**src/rtl/mux_pkg.sv**
```systemverilog
`default_nettype none
//------------------------------------------------------------------------------
// Module      : mux_pkg
// Description : Shared mode encodings and default sizing for the stream mux.
// Revision    : 1.0 - initial release
//------------------------------------------------------------------------------
package mux_pkg;

    localparam logic MODE_FIXED    = 1'b0;
    localparam logic MODE_RR       = 1'b1;

    localparam int   DEFAULT_NCH   = 4;
    localparam int   DEFAULT_WIDTH = 8;

endpackage
`default_nettype wire

```
**src/rtl/rr_arbiter.sv**
```systemverilog
`default_nettype none
//------------------------------------------------------------------------------
// Module      : rr_arbiter
// Description : One-hot round-robin grant, searching upward from ptr+1 with wrap.
// Revision    : 1.0 - initial release
//------------------------------------------------------------------------------
module rr_arbiter
    import mux_pkg::*;
#(
    parameter int NCH = DEFAULT_NCH,
    parameter int SW  = $clog2(NCH)
) (
    input  logic [NCH-1:0] req,
    input  logic [SW-1:0]  ptr,
    output logic [NCH-1:0] grant
);

    // One spare bit so ptr+k cannot overflow before the modulo fold.
    logic [SW:0] w_idx;
    logic        w_found;

    always_comb begin
        grant   = '0;
        w_found = 1'b0;
        w_idx   = '0;
        for (int k = 1; k <= NCH; k++) begin
            w_idx = {1'b0, ptr} + (SW+1)'(k);
            if (w_idx >= (SW+1)'(NCH)) begin
                w_idx = w_idx - (SW+1)'(NCH);
            end
            if (!w_found && req[w_idx[SW-1:0]]) begin
                grant[w_idx[SW-1:0]] = 1'b1;
                w_found              = 1'b1;
            end
        end
    end

endmodule
`default_nettype wire

```
**src/rtl/stream_mux_rr.sv**
```systemverilog
`default_nettype none
//------------------------------------------------------------------------------
// Module      : stream_mux_rr
// Description : N-channel valid/ready stream mux, fixed or round-robin select,
//               with a single registered output stage.
// Revision    : 1.0 - initial release
//------------------------------------------------------------------------------
module stream_mux_rr
    import mux_pkg::*;
#(
    parameter int NCH   = DEFAULT_NCH,
    parameter int WIDTH = DEFAULT_WIDTH,
    parameter int SW    = $clog2(NCH)
) (
    input  logic                 clk,
    input  logic                 rst_n,
    input  logic                 mode,
    input  logic [SW-1:0]        sel,
    input  logic [NCH-1:0]       in_valid,
    input  logic [NCH*WIDTH-1:0] in_data,
    output logic [NCH-1:0]       in_ready,
    output logic                 out_valid,
    output logic [WIDTH-1:0]     out_data,
    output logic [SW-1:0]        out_ch,
    input  logic                 out_ready
);

    logic [NCH-1:0]   w_rr_grant;
    logic [NCH-1:0]   w_fix_grant;
    logic [NCH-1:0]   w_grant;
    logic             w_load;
    logic             w_any;
    logic [WIDTH-1:0] w_data;
    logic [SW-1:0]    w_idx;

    logic             r_valid;
    logic [WIDTH-1:0] r_data;
    logic [SW-1:0]    r_ch;
    logic [SW-1:0]    r_ptr;

    rr_arbiter #(
        .NCH (NCH),
        .SW  (SW)
    ) u_arb (
        .req   (in_valid),
        .ptr   (r_ptr),
        .grant (w_rr_grant)
    );

    // A sel value with no matching channel simply never produces a grant.
    always_comb begin
        w_fix_grant = '0;
        for (int i = 0; i < NCH; i++) begin
            w_fix_grant[i] = in_valid[i] && (sel == SW'(i));
        end
    end

    assign w_grant  = (mode == MODE_RR) ? w_rr_grant : w_fix_grant;
    assign w_load   = ~r_valid | out_ready;
    assign in_ready = w_grant & {NCH{w_load & rst_n}};
    assign w_any    = |w_grant;

    always_comb begin
        w_data = '0;
        w_idx  = '0;
        for (int i = 0; i < NCH; i++) begin
            if (w_grant[i]) begin
                w_data = w_data | in_data[i*WIDTH +: WIDTH];
                w_idx  = w_idx | SW'(i);
            end
        end
    end

    always_ff @(posedge clk) begin
        if (!rst_n) begin
            r_valid <= 1'b0;
            r_data  <= '0;
            r_ch    <= '0;
            r_ptr   <= SW'(NCH - 1);
        end else if (w_load) begin
            r_valid <= w_any;
            if (w_any) begin
                r_data <= w_data;
                r_ch   <= w_idx;
                if (mode == MODE_RR) begin
                    r_ptr <= w_idx;
                end
            end
        end
    end

    assign out_valid = r_valid;
    assign out_data  = r_data;
    assign out_ch    = r_ch;

endmodule
`default_nettype wire

```
**config.mk**
```make
export PLATFORM = sky130hd
export DESIGN_NAME = stream_mux_rr
export DESIGN_NICKNAME = d
export VERILOG_FILES = /design/src/rtl/mux_pkg.sv /design/src/rtl/rr_arbiter.sv /design/src/rtl/stream_mux_rr.sv
export SDC_FILE = /design/constraint.sdc
export NUM_CORES = 1
export LEC_CHECK = 0
export BUFFER_PORTS_ARGS = -buffer_cell sky130_fd_sc_hd__buf_2
export CAP_MARGIN = 40
export CORE_MARGIN = 10
export CORE_UTILIZATION = 51
export DETAILED_ROUTE_END_ITERATION = 6
export PLACE_DENSITY = 0.77
export SYNTH_ARGS = -nofsm -noshare
export SYNTH_HDL_FRONTEND = slang
export SYNTH_SLANG_ARGS = --single-unit
```
**constraint.sdc**
```tcl
create_clock -name clk -period 3.7 [get_ports clk]
set_input_delay 0.925 -clock clk [delete_from_list [all_inputs] [get_ports clk]]
set_output_delay 0.925 -clock clk [all_outputs]
set_load 0.01 [all_outputs]
```
==> results.md, run 1 <==
* Status: complete, no violations
* WL final at 5840 microns
* First-pass GRT wire length at 9510 microns
* Relative max-transition margin at 55.8%
* Slew Viols, Final at 0
* Worst Path Max Fanout at 5
* CP peak stage delay at 570 ps
* Post-synth ARST share at 0%
* Die area at 5940 sq um
* Final setup TNS at 0 ps
* Hold path startpoint: out_ch[0]
* Congestion Overflow GR at 0
* Area growth from synthesis to layout at 24.8%
* Most common cell in the netlist: a22oi_1
* Die Width at 77.1 microns
* RSZ-0062 raised after global routing: false
* Largest area contributor in the netlist: dfxtp_1
* Clock Tree Root: clkbuf_4
* Vias in the first global route at 1950
* Core area at 3080 sq um
* PD cells at 524 nW/um^2
* Crit-path cells: inv_1 > ha_1 > mux4_2 > buf_4 > a21oi_2 > a221oi_4 > a211oi_2 > nor2_1 > buf_2
* Yosys top cell area share at 15.7%
* Initial antenna violation count at 0
* Critical path origin: r_ptr[0]
* Ranking of synthesized cells by area: dfxtp_1 16%, a22oi_1 14%, mux2_4 7.2%
* Most used DFF post-synth: dfxtp_1
* Netlist cell types at 37
* Post-synthesis sequential area ratio at 15.7%
* Reg clk slew, reported paths at 80 ps
* Crit. End Element: output port
* Setup violations, final at 0
* Clock buffer count from CTS at 3
* Largest net degree at the start of global routing at 15
* WL per Instance at 20.6 microns
* DR DRC count at 0
* # hold bufs at CTS at 0
* Ports at 57
* Worst path slowest cell: mux4_2
* Final core occ at 67.4%
* Final ANT Viol Nets at 0
* Post-synth EDFFs at 0
* Post-Syn Nets at 226
* ANT cells at 0
* Final Hold Viols at 0
* Final Wtd Congestion at 0.896
* Data arrival, critical path at 2630 ps
* Cell Area, Synth at 1660 sq um
* #FFs+latches synth at 13
* Reg-to-reg critical path startpoint: r_ptr[0]
* Site Rows at 20
* CTS Buffer Depth at 2
* Clock skew at 1.28 ps
* Fraction of layout cells with a size suffix above 1 at 42.5%
* Mapped Cells at 178
* All-Layer GR Usage at 18.7%
* Required time of the critical path at 2770 ps
* Synth cell count leaders: 32 x a22oi_1, 19 x nand2_1, 13 x dfxtp_1
* Dpl cell area at 2030 sq um
* Skew-Pair Late Insertion Delay at 270 ps
* Pleak at 0.000994 uW
* Fin crit share at 96.1%
* Crit Path Category: register to output port
* Die height at 77.1 microns
* Iter 0 DRT Violations at 333
* Final period demand of the worst path at 3550 ps
* Max cap viols at 0
* Hold Path Class: register to register
* PortBufs at 56
* Worst vdd ir at 0.000310 V
* H-tree levels at 1
* CTS tree: built
* Worst setup SP type: register
* Total number of vias at 1889
* Total Nets Final at 289
* Starting density of the core at 54.0%
* Syn avg cell area at 9.34 sq um
* Clock sinks at 13
* Syn. warnings at 0
* Via/cell ratio at 6.65
* Cell area after layout at 2070 sq um
* Worst-Margin Slew at 662 ps
* Max frequency at 281 MHz
* Initial DRT Pass Iterations at 6
* Dpl hpwl at 4350 microns
-- per-layer routing --
| metal | GRT usage (%) | part of all wire [%] | vias to the layer above |
|---|---|---|---|
| li1 | - | - | 855 |
| met1 | 22.8 | 43 | 894 |
| met2 | 31.5 | 45 | 132 |
| met3 | 5.36 | 11 | 8 |
| met4 | 4.56 | 0.63 | 0 |
| met5 | 0 | 0 | - |
-- area by class of cell --
| cell class | count | area, sq um |
|---|---|---|
| Multi-Input combinational cell | 145 | 1320 |
| Fill cell | 273 | 1000 |
| Timing Repair Buffer | 70 | 385 |
| Sequential cell | 13 | 260 |
| Tap cell | 44 | 55.1 |
| Inverter | 8 | 30.0 |
| Clock buffer | 4 | 26.3 |
-- cells in the final DEF (no fill, tap or decap), drive strengths merged --
cell type,synthesis,final
nand3b,4,4
nor4b,1,1
nand2b,2,2
a41oi,2,2
inv,7,7
mux4,4,4
dfxtp,13,13
and3,1,1
nand2,19,19
a221oi,12,12
ha,6,6
o22ai,1,1
and2,10,10
clkinv,1,1
nor2b,1,1
o221ai,2,2
a211oi,5,5
a22oi,32,32
a41o,1,1
a31o,2,2
a21oi,14,14
clkbuf,5,4
nor4bb,2,2
buf,7,70
nor2,5,5
a222oi,8,8
and4b,1,1
mux2,10,10
-- where the power goes --
group          internal [uW]  switching [uW]  total, uW
clock network           41.8            48.1       89.8
registers                189            22.9        212
logic                    365             420        785
total                    596             491       1090
-- worst paths after layout --
path | endpoint | slack, ps | depth (start not counted)
setup / recovery | in_ready[3] | 150 | 9
hold / removal | out_ch[0] | 480 | 1
setup reg to reg | out_data[4] | 350 | 10
hold reg to reg | out_ch[0] | 480 | 1
-- cell families after synthesis --
| logic type | Yosys count | share of synthesized area, % |
|---|---|---|
| AO/OA/AOI/OAI | 79 | 42.1 |
| adder cells (fa/ha/maj) | 6 | 4.51 |
| buffers and inverters | 20 | 5.79 |
| flip-flops | 13 | 15.7 |
| multiplexers | 14 | 14.2 |
| AND/OR/NAND/NOR | 46 | 17.8 |
-- registers in the layout, summed over array words and instances, names as in the netlist --
name       flops
out_ch         2
out_data       8
out_valid      1
r_ptr          2
-- critical path, delay by kind of cell, from the launching register on --
kind	cells	cell delay, ps
mux	1	570
compound gates	3	550
buf+inv	3	430
fa+ha+maj	1	380
flops	1	340
simple gates	1	80
-- per-stage QoR --
stage,cells,hold slack (ps),power [uW],worst slack [ps]
after floorplan,178,519,760,326
after global placement,279,460,949,223
after detailed placement,279,463,975,155
after CTS,283,485,1070,124
after global routing,284,502,1160,3.39
final,284,483,1090,146
-- timing repair --
action                                  in CTS  in global routing
setup buffers                                0                  1
hold endpoints to repair                     0                  0
resized for setup                            0                  2
endpoints found under the setup margin       0                  3
Power figures use the tool's default switching activity.
==> run 2: changes to the inputs <==
- CORE_UTILIZATION: 51 -> 52
- CTS_BUF_LIST: unset -> sky130_fd_sc_hd__clkbuf_2 sky130_fd_sc_hd__clkbuf_4 sky130_fd_sc_hd__clkbuf_8
- PLACE_DENSITY: 0.77 -> 0.78
==> run 2 against run 1 <==
Effect of this change:
- the flow now finishes with violations (DRC)
- global-route usage is 0.61 points higher
- sequential cell count unchanged
- die area fell by 1.4%
- largest cell class unchanged
- register-to-register slack better by 80 ps
==> results.md, run 2 (same netlist as run 1, synthesis figures left out) <==
* Terminus of the critical flop-to-flop path: out_data[6] (was out_data[4])
* DR top layer: met4 (unchanged)
* Worst setup SP type: register (unchanged)
* Final Hold Viols at 0 (unchanged)
* Worst path slowest cell: mux4_2 (unchanged)
* Crit-path cells: inv_1 > ha_1 > mux4_2 > nor2_1 > and3_4 > a211oi_2 > nor2_1 > buf_2 (was inv_1 > ha_1 > mux4_2 > buf_4 > a21oi_2 > a221oi_4 > a211oi_2 > nor2_1 > buf_2)
* Reg clk slew, reported paths at 90 ps (was 80 ps)
* WL met1 at 2480 microns (was 2510 microns)
* Max cap viols at 0 (unchanged)
* WL final at 5970 microns (was 5840 microns)
* CP peak stage delay at 610 ps (was 570 ps)
* Congestion Overflow GR at 0 (unchanged)
* Failing checks: DRC
* Most frequent cells in the layout: 56 x buf_2, 32 x a22oi_1, 19 x nand2_1 (unchanged)
* Die height at 76.6 microns (was 77.1 microns)
* Area growth from synthesis to layout at 25.5% (was 24.8%)
* Site Rows at 20 (unchanged)
* Total Nets Final at 290 (was 289)
* Commonest non-fill, non-tap cell in the layout: buf_2 (unchanged)
* Dpl hpwl at 4410 microns (was 4350 microns)
* Data arrival, critical path at 2600 ps (was 2630 ps)
* Worst Path Max Fanout at 12 (was 5)
* CTS Buffer Depth at 2 (unchanged)
* Final period demand of the worst path at 3530 ps (was 3550 ps)
* Starting density of the core at 54.5% (was 54.0%)
* Final setup TNS at 0 ps (unchanged)
* DR DRC count at 5 (was 0)
* First-pass GRT wire length at 9540 microns (was 9510 microns)
* WL per Instance at 21.0 microns (was 20.6 microns)
* R2r worst-path depth at 9 (was 10)
* Max frequency at 283 MHz (was 281 MHz)
* PD cells at 526 nW/um^2 (was 524 nW/um^2)
* Vias in the first global route at 1918 (was 1950)
* Setup violations, final at 0 (unchanged)
* Final ANT Viol Nets at 0 (unchanged)
* Reg-to-reg critical path startpoint: r_ptr[0] (unchanged)
* Post-Route Hold Slack at 490 ps (was 483 ps)
* Iter 0 DRT Violations at 265 (was 333)
* All-Layer GR Usage at 19.3% (was 18.7%)
* Clock buffer count from CTS at 3 (unchanged)
* PortBufs at 56 (unchanged)
* Required time of the critical path at 2770 ps (about the same)
* Final Wtd Congestion at 0.858 (was 0.896)
* R2R Setup Slk at 430 ps (was 350 ps)
* Fin crit share at 95.4% (was 96.1%)
* Worst-Margin Slew at 677 ps (was 662 ps)
* H-tree levels at 1 (unchanged)
* Core area at 3050 sq um (was 3080 sq um)
* ANT cells at 0 (unchanged)
* Initial DRT Pass Iterations at 7 (was 6)
* Ports at 57 (unchanged)
* Worst vdd ir at 0.000303 V (was 0.000310 V)
* Die Width at 76.6 microns (was 77.1 microns)
* Via/cell ratio at 6.73 (was 6.65)
* RSZ-0062 raised after global routing: false (unchanged)
* Critical path origin: r_ptr[0] (unchanged)
* Dpl cell area at 2030 sq um (unchanged)
* Hold Path Class: register to register (unchanged)
* Cell repeated most along the worst path: nor2_1
* Setup WS post-layout at 170 ps (was 146 ps)
* Fill count at 268 (was 273)
* Relative max-transition margin at 54.9% (was 55.8%)
* Crit Path Category: register to output port (unchanged)
* Clock skew at 7.12 ps (was 1.28 ps)
* Clock Tree Root: clkbuf_4 (unchanged)
* Clock sinks at 13 (unchanged)
* Cells after DPL at 279 (unchanged)
* Skew-Pair Late Insertion Delay at 290 ps (was 270 ps)
* Total number of vias at 1918 (was 1889)
* Post-route insts no fill at 285 (was 284)
* DR WL met3 at 656 microns (was 647 microns)
* Worst setup path end: in_ready[2] (was in_ready[3])
* Status: finished with violations (was complete, no violations)
* Wire length on met2 at 2750 microns (was 2640 microns)
* Pre-CTS setup slack at 166 ps (was 155 ps)
* Cell area after layout at 2090 sq um (was 2070 sq um)
* Largest net degree at the start of global routing at 15 (unchanged)
* Initial antenna violation count at 0 (unchanged)
* Die area at 5860 sq um (was 5940 sq um)
* CTS tree: built (unchanged)
* Fraction of layout cells with a size suffix above 1 at 42.7% (was 42.5%)
* Slew Viols, Final at 0 (unchanged)
* Crit. End Element: output port (unchanged)
* Pleak at 0.00100 uW (was 0.000994 uW)
* Largest register FFs at 8 (unchanged)
* # hold bufs at CTS at 0 (unchanged)
[run 2: cell count changes in the layout (fill, tap and decap cells not counted)]
cell	change
a211oi_2	+1
a211oi_4	-1
a21oi_1	+1
a21oi_2	-1
clkbuf_1	-1
clkinv_2	+1
mux4_2	+1
[run 2: final cells by class]
class,instances,area (sq um),area share (%)
clock inverters,1,5.00,0.240
clock buffers,3,22.5,1.08
inverters,8,30.0,1.44
flip-flops and latches,13,260,12.5
multi-input cells,146,1330,63.7
repair buffers,70,385,18.5
well taps,44,55.1,2.64
[run 2: power by group]
part           total, uW  switching (uW)  leakage (uW)  internal (uW)
combinational        792             423      0.000875            368
sequential           212            22.6      0.000107            189
clock               93.8            53.6     0.0000177           40.2
total               1100             499       0.00100            598
[run 2: stage by stage]
stage	power [uW]	utilization [%]
global route	1170	68.4
global placement	947	66.5
detailed placement	973	66.5
floorplan	760	-
finish	1100	68.4
CTS	1070	67.4
[run 2: worst min-delay path by stage]
| stage | slack [ps] | cells past startpoint | to | from |
|---|---|---|---|---|
| finish | 490 | 1 | out_ch[0] | out_ch[0] |
| global placement | 460 | 1 | out_ch[1] | out_ch[1] |
| global route | 520 | 1 | out_ch[0] | out_ch[0] |
| detailed placement | 460 | 1 | out_ch[0] | out_ch[0] |
| CTS | 490 | 1 | out_ch[0] | out_ch[0] |
| floorplan | 520 | 1 | out_ch[0] | out_ch[0] |
[run 2: layer usage]
layer	up-vias	global-route usage, %
li1	864	-
met2	153	31.4
met3	12	5.07
met1	889	23.9
met5	-	0
met4	0	6.69
[run 2: what timing repair did]
item	CTS	global route
gates resized for setup	0	1
buffers inserted	0	1
endpoints found under the setup margin	0	4
[run 2: critical path, delay by kind of cell (launching register included)]
family          cells  cell delay [ps]
mux                 1              610
simple gates        3              570
flops               1              340
fa+ha+maj           1              440
compound gates      1              120
buf+inv             2              230
==> run 3: changes to the inputs <==
- PLACE_DENSITY: 0.78 -> 0.9
==> run 3 against run 2 <==
Effect of this change:
- the run now ends clean
- register-to-register slack worse by 20 ps
- wire length decreased by 9.2%
- die area unchanged
- setup slack got worse by 8.0 ps
- cell count unchanged
- highest routed layer unchanged
==> results.md, run 3 (same netlist as run 1, synthesis figures left out) <==
* Status: complete, no violations (was finished with violations)
* Clock Tree Root: clkbuf_4 (unchanged)
* Vias in the first global route at 1751 (was 1918)
* CTS Buffer Depth at 2 (unchanged)
* Cell area after layout at 2100 sq um (was 2090 sq um)
* Worst vdd ir at 0.000283 V (was 0.000303 V)
* Post-route insts no fill at 285 (unchanged)
* Die area at 5860 sq um (unchanged)
* DR DRC count at 0 (was 5)
* CTS tree: built (unchanged)
* Post-Route Hold Slack at 483 ps (was 490 ps)
* WL per Instance at 19.0 microns (was 21.0 microns)
* Required time of the critical path at 2770 ps (about the same)
* Fin crit share at 95.6% (was 95.4%)
* PD cells at 520 nW/um^2 (was 526 nW/um^2)
* Initial antenna violation count at 0 (unchanged)
* Final core occ at 68.7% (was 68.4%)
* ANT cells at 0 (unchanged)
* Site Rows at 20 (unchanged)
* Ports at 57 (unchanged)
* Clock skew at 3.39 ps (was 7.12 ps)
* Final setup TNS at 0 ps (unchanged)
* PortBufs at 56 (unchanged)
* Total number of vias at 1903 (was 1918)
* Dpl cell area at 2000 sq um (was 2030 sq um)
* First-pass GRT wire length at 8560 microns (was 9540 microns)
* All-Layer GR Usage at 17.0% (was 19.3%)
* Final Wtd Congestion at 0.855 (was 0.858)
* Die Width at 76.6 microns (unchanged)
* Data arrival, critical path at 2610 ps (was 2600 ps)
* Final ANT Viol Nets at 0 (unchanged)
* Max cap viols at 0 (unchanged)
* Most frequent cells in the layout: 56 x buf_2, 32 x a22oi_1, 19 x nand2_1 (unchanged)
* Die height at 76.6 microns (unchanged)
* Reg clk slew, reported paths at 90 ps (about the same)
* WL final at 5430 microns (was 5970 microns)
* Slew Viols, Final at 0 (unchanged)
* Skew-Pair Late Insertion Delay at 290 ps (about the same)
* RSZ-0062 raised after global routing: false (unchanged)
* Commonest non-fill, non-tap cell in the layout: buf_2 (unchanged)
* Hold Path Class: register to register (unchanged)
* Pleak at 0.00100 uW (about the same)
* Clock buffer count from CTS at 3 (unchanged)
* Total Nets Final at 290 (unchanged)
* Worst Path Max Fanout at 12 (unchanged)
* Final period demand of the worst path at 3540 ps (was 3530 ps)
* Setup violations, final at 0 (unchanged)
* Starting density of the core at 54.5% (unchanged)
* Area growth from synthesis to layout at 26.1% (was 25.5%)
* Via/cell ratio at 6.68 (was 6.73)
* Final Hold Viols at 0 (unchanged)
* # hold bufs at CTS at 0 (unchanged)
* Fraction of layout cells with a size suffix above 1 at 43.2% (was 42.7%)
* Crit Path Category: register to output port (unchanged)
* Worst-Margin Slew at 639 ps (was 677 ps)
* Max frequency at 283 MHz (about the same)
* Relative max-transition margin at 56.8% (was 54.9%)
* Core area at 3050 sq um (unchanged)
* H-tree levels at 1 (unchanged)
* Cells after DPL at 275 (was 279)
* Congestion Overflow GR at 0 (unchanged)
* Clock sinks at 13 (unchanged)
* Fill count at 253 (was 268)
* Dpl hpwl at 3890 microns (was 4410 microns)
* Largest net degree at the start of global routing at 15 (unchanged)
* Initial DRT Pass Iterations at 5 (was 7)
* Crit. End Element: output port (unchanged)
* Worst setup SP type: register (unchanged)
* Largest register FFs at 8 (unchanged)
* Iter 0 DRT Violations at 316 (was 265)
==> run 3: worst max-delay path: stages, from the launching register on <==
cell      delay (ps)
dfxtp_1          350
inv_1            100
ha_2             420
mux4_2           580
nor2_1           130
and3_4           330
a211oi_2         130
nor2_1           130
buf_2            140
==> run 3: report_power, final <==
part	internal (uW)	leakage, uW	total, uW	switching [uW]
logic	372	0.000875	784	411
registers	189	0.000107	210	20.9
clock network	40.3	0.0000177	97.1	56.8
==> run 3: final cells by class <==
cell class / instances / area, sq um / share of cell area [%]
timing repair buffer: 70 / 385 / 18.4
clock inverter: 1 / 5.00 / 0.239
inverter: 8 / 30.0 / 1.43
multi-input combinational: 146 / 1340 / 63.8
tap: 44 / 55.1 / 2.63
sequential: 13 / 260 / 12.4
clock buffer: 3 / 22.5 / 1.07
==> run 3: final timing paths <==
kind / start / endpoint / slack (ps) / cells after the start
max reg2reg: r_ptr[1] / out_data[3] / 410 / 9
max: r_ptr[1] / in_ready[2] / 160 / 8
min: out_ch[1] / out_ch[1] / 480 / 1
min reg2reg: out_ch[1] / out_ch[1] / 480 / 1
==> run 3: through the flow <==
step / power, uW / setup slack [ps]
after floorplan: 760 / 326
after global placement: 927 / 75.1
after CTS: 1040 / 16.7
after detailed placement: 937 / 35.5
final: 1090 / 162
after global routing: 1170 / 29.8
==> run 3: layer usage <==
metal  global-route usage [%]  routed length (microns)
met2                     26.9                     2560
met3                     5.07                      588
met1                     21.8                     2170
met5                        0                        0
met4                     4.09                      108
==> run 3: timing repair <==
action | 4_1_cts | 5_1_grt
resized for setup | 0 | 3
endpoints found under the hold margin | 0 | 0
setup endpoints to repair | 1 | 4
pin swaps | 1 | 2
gates cloned | 0 | 1
buffers inserted | 1 | 4
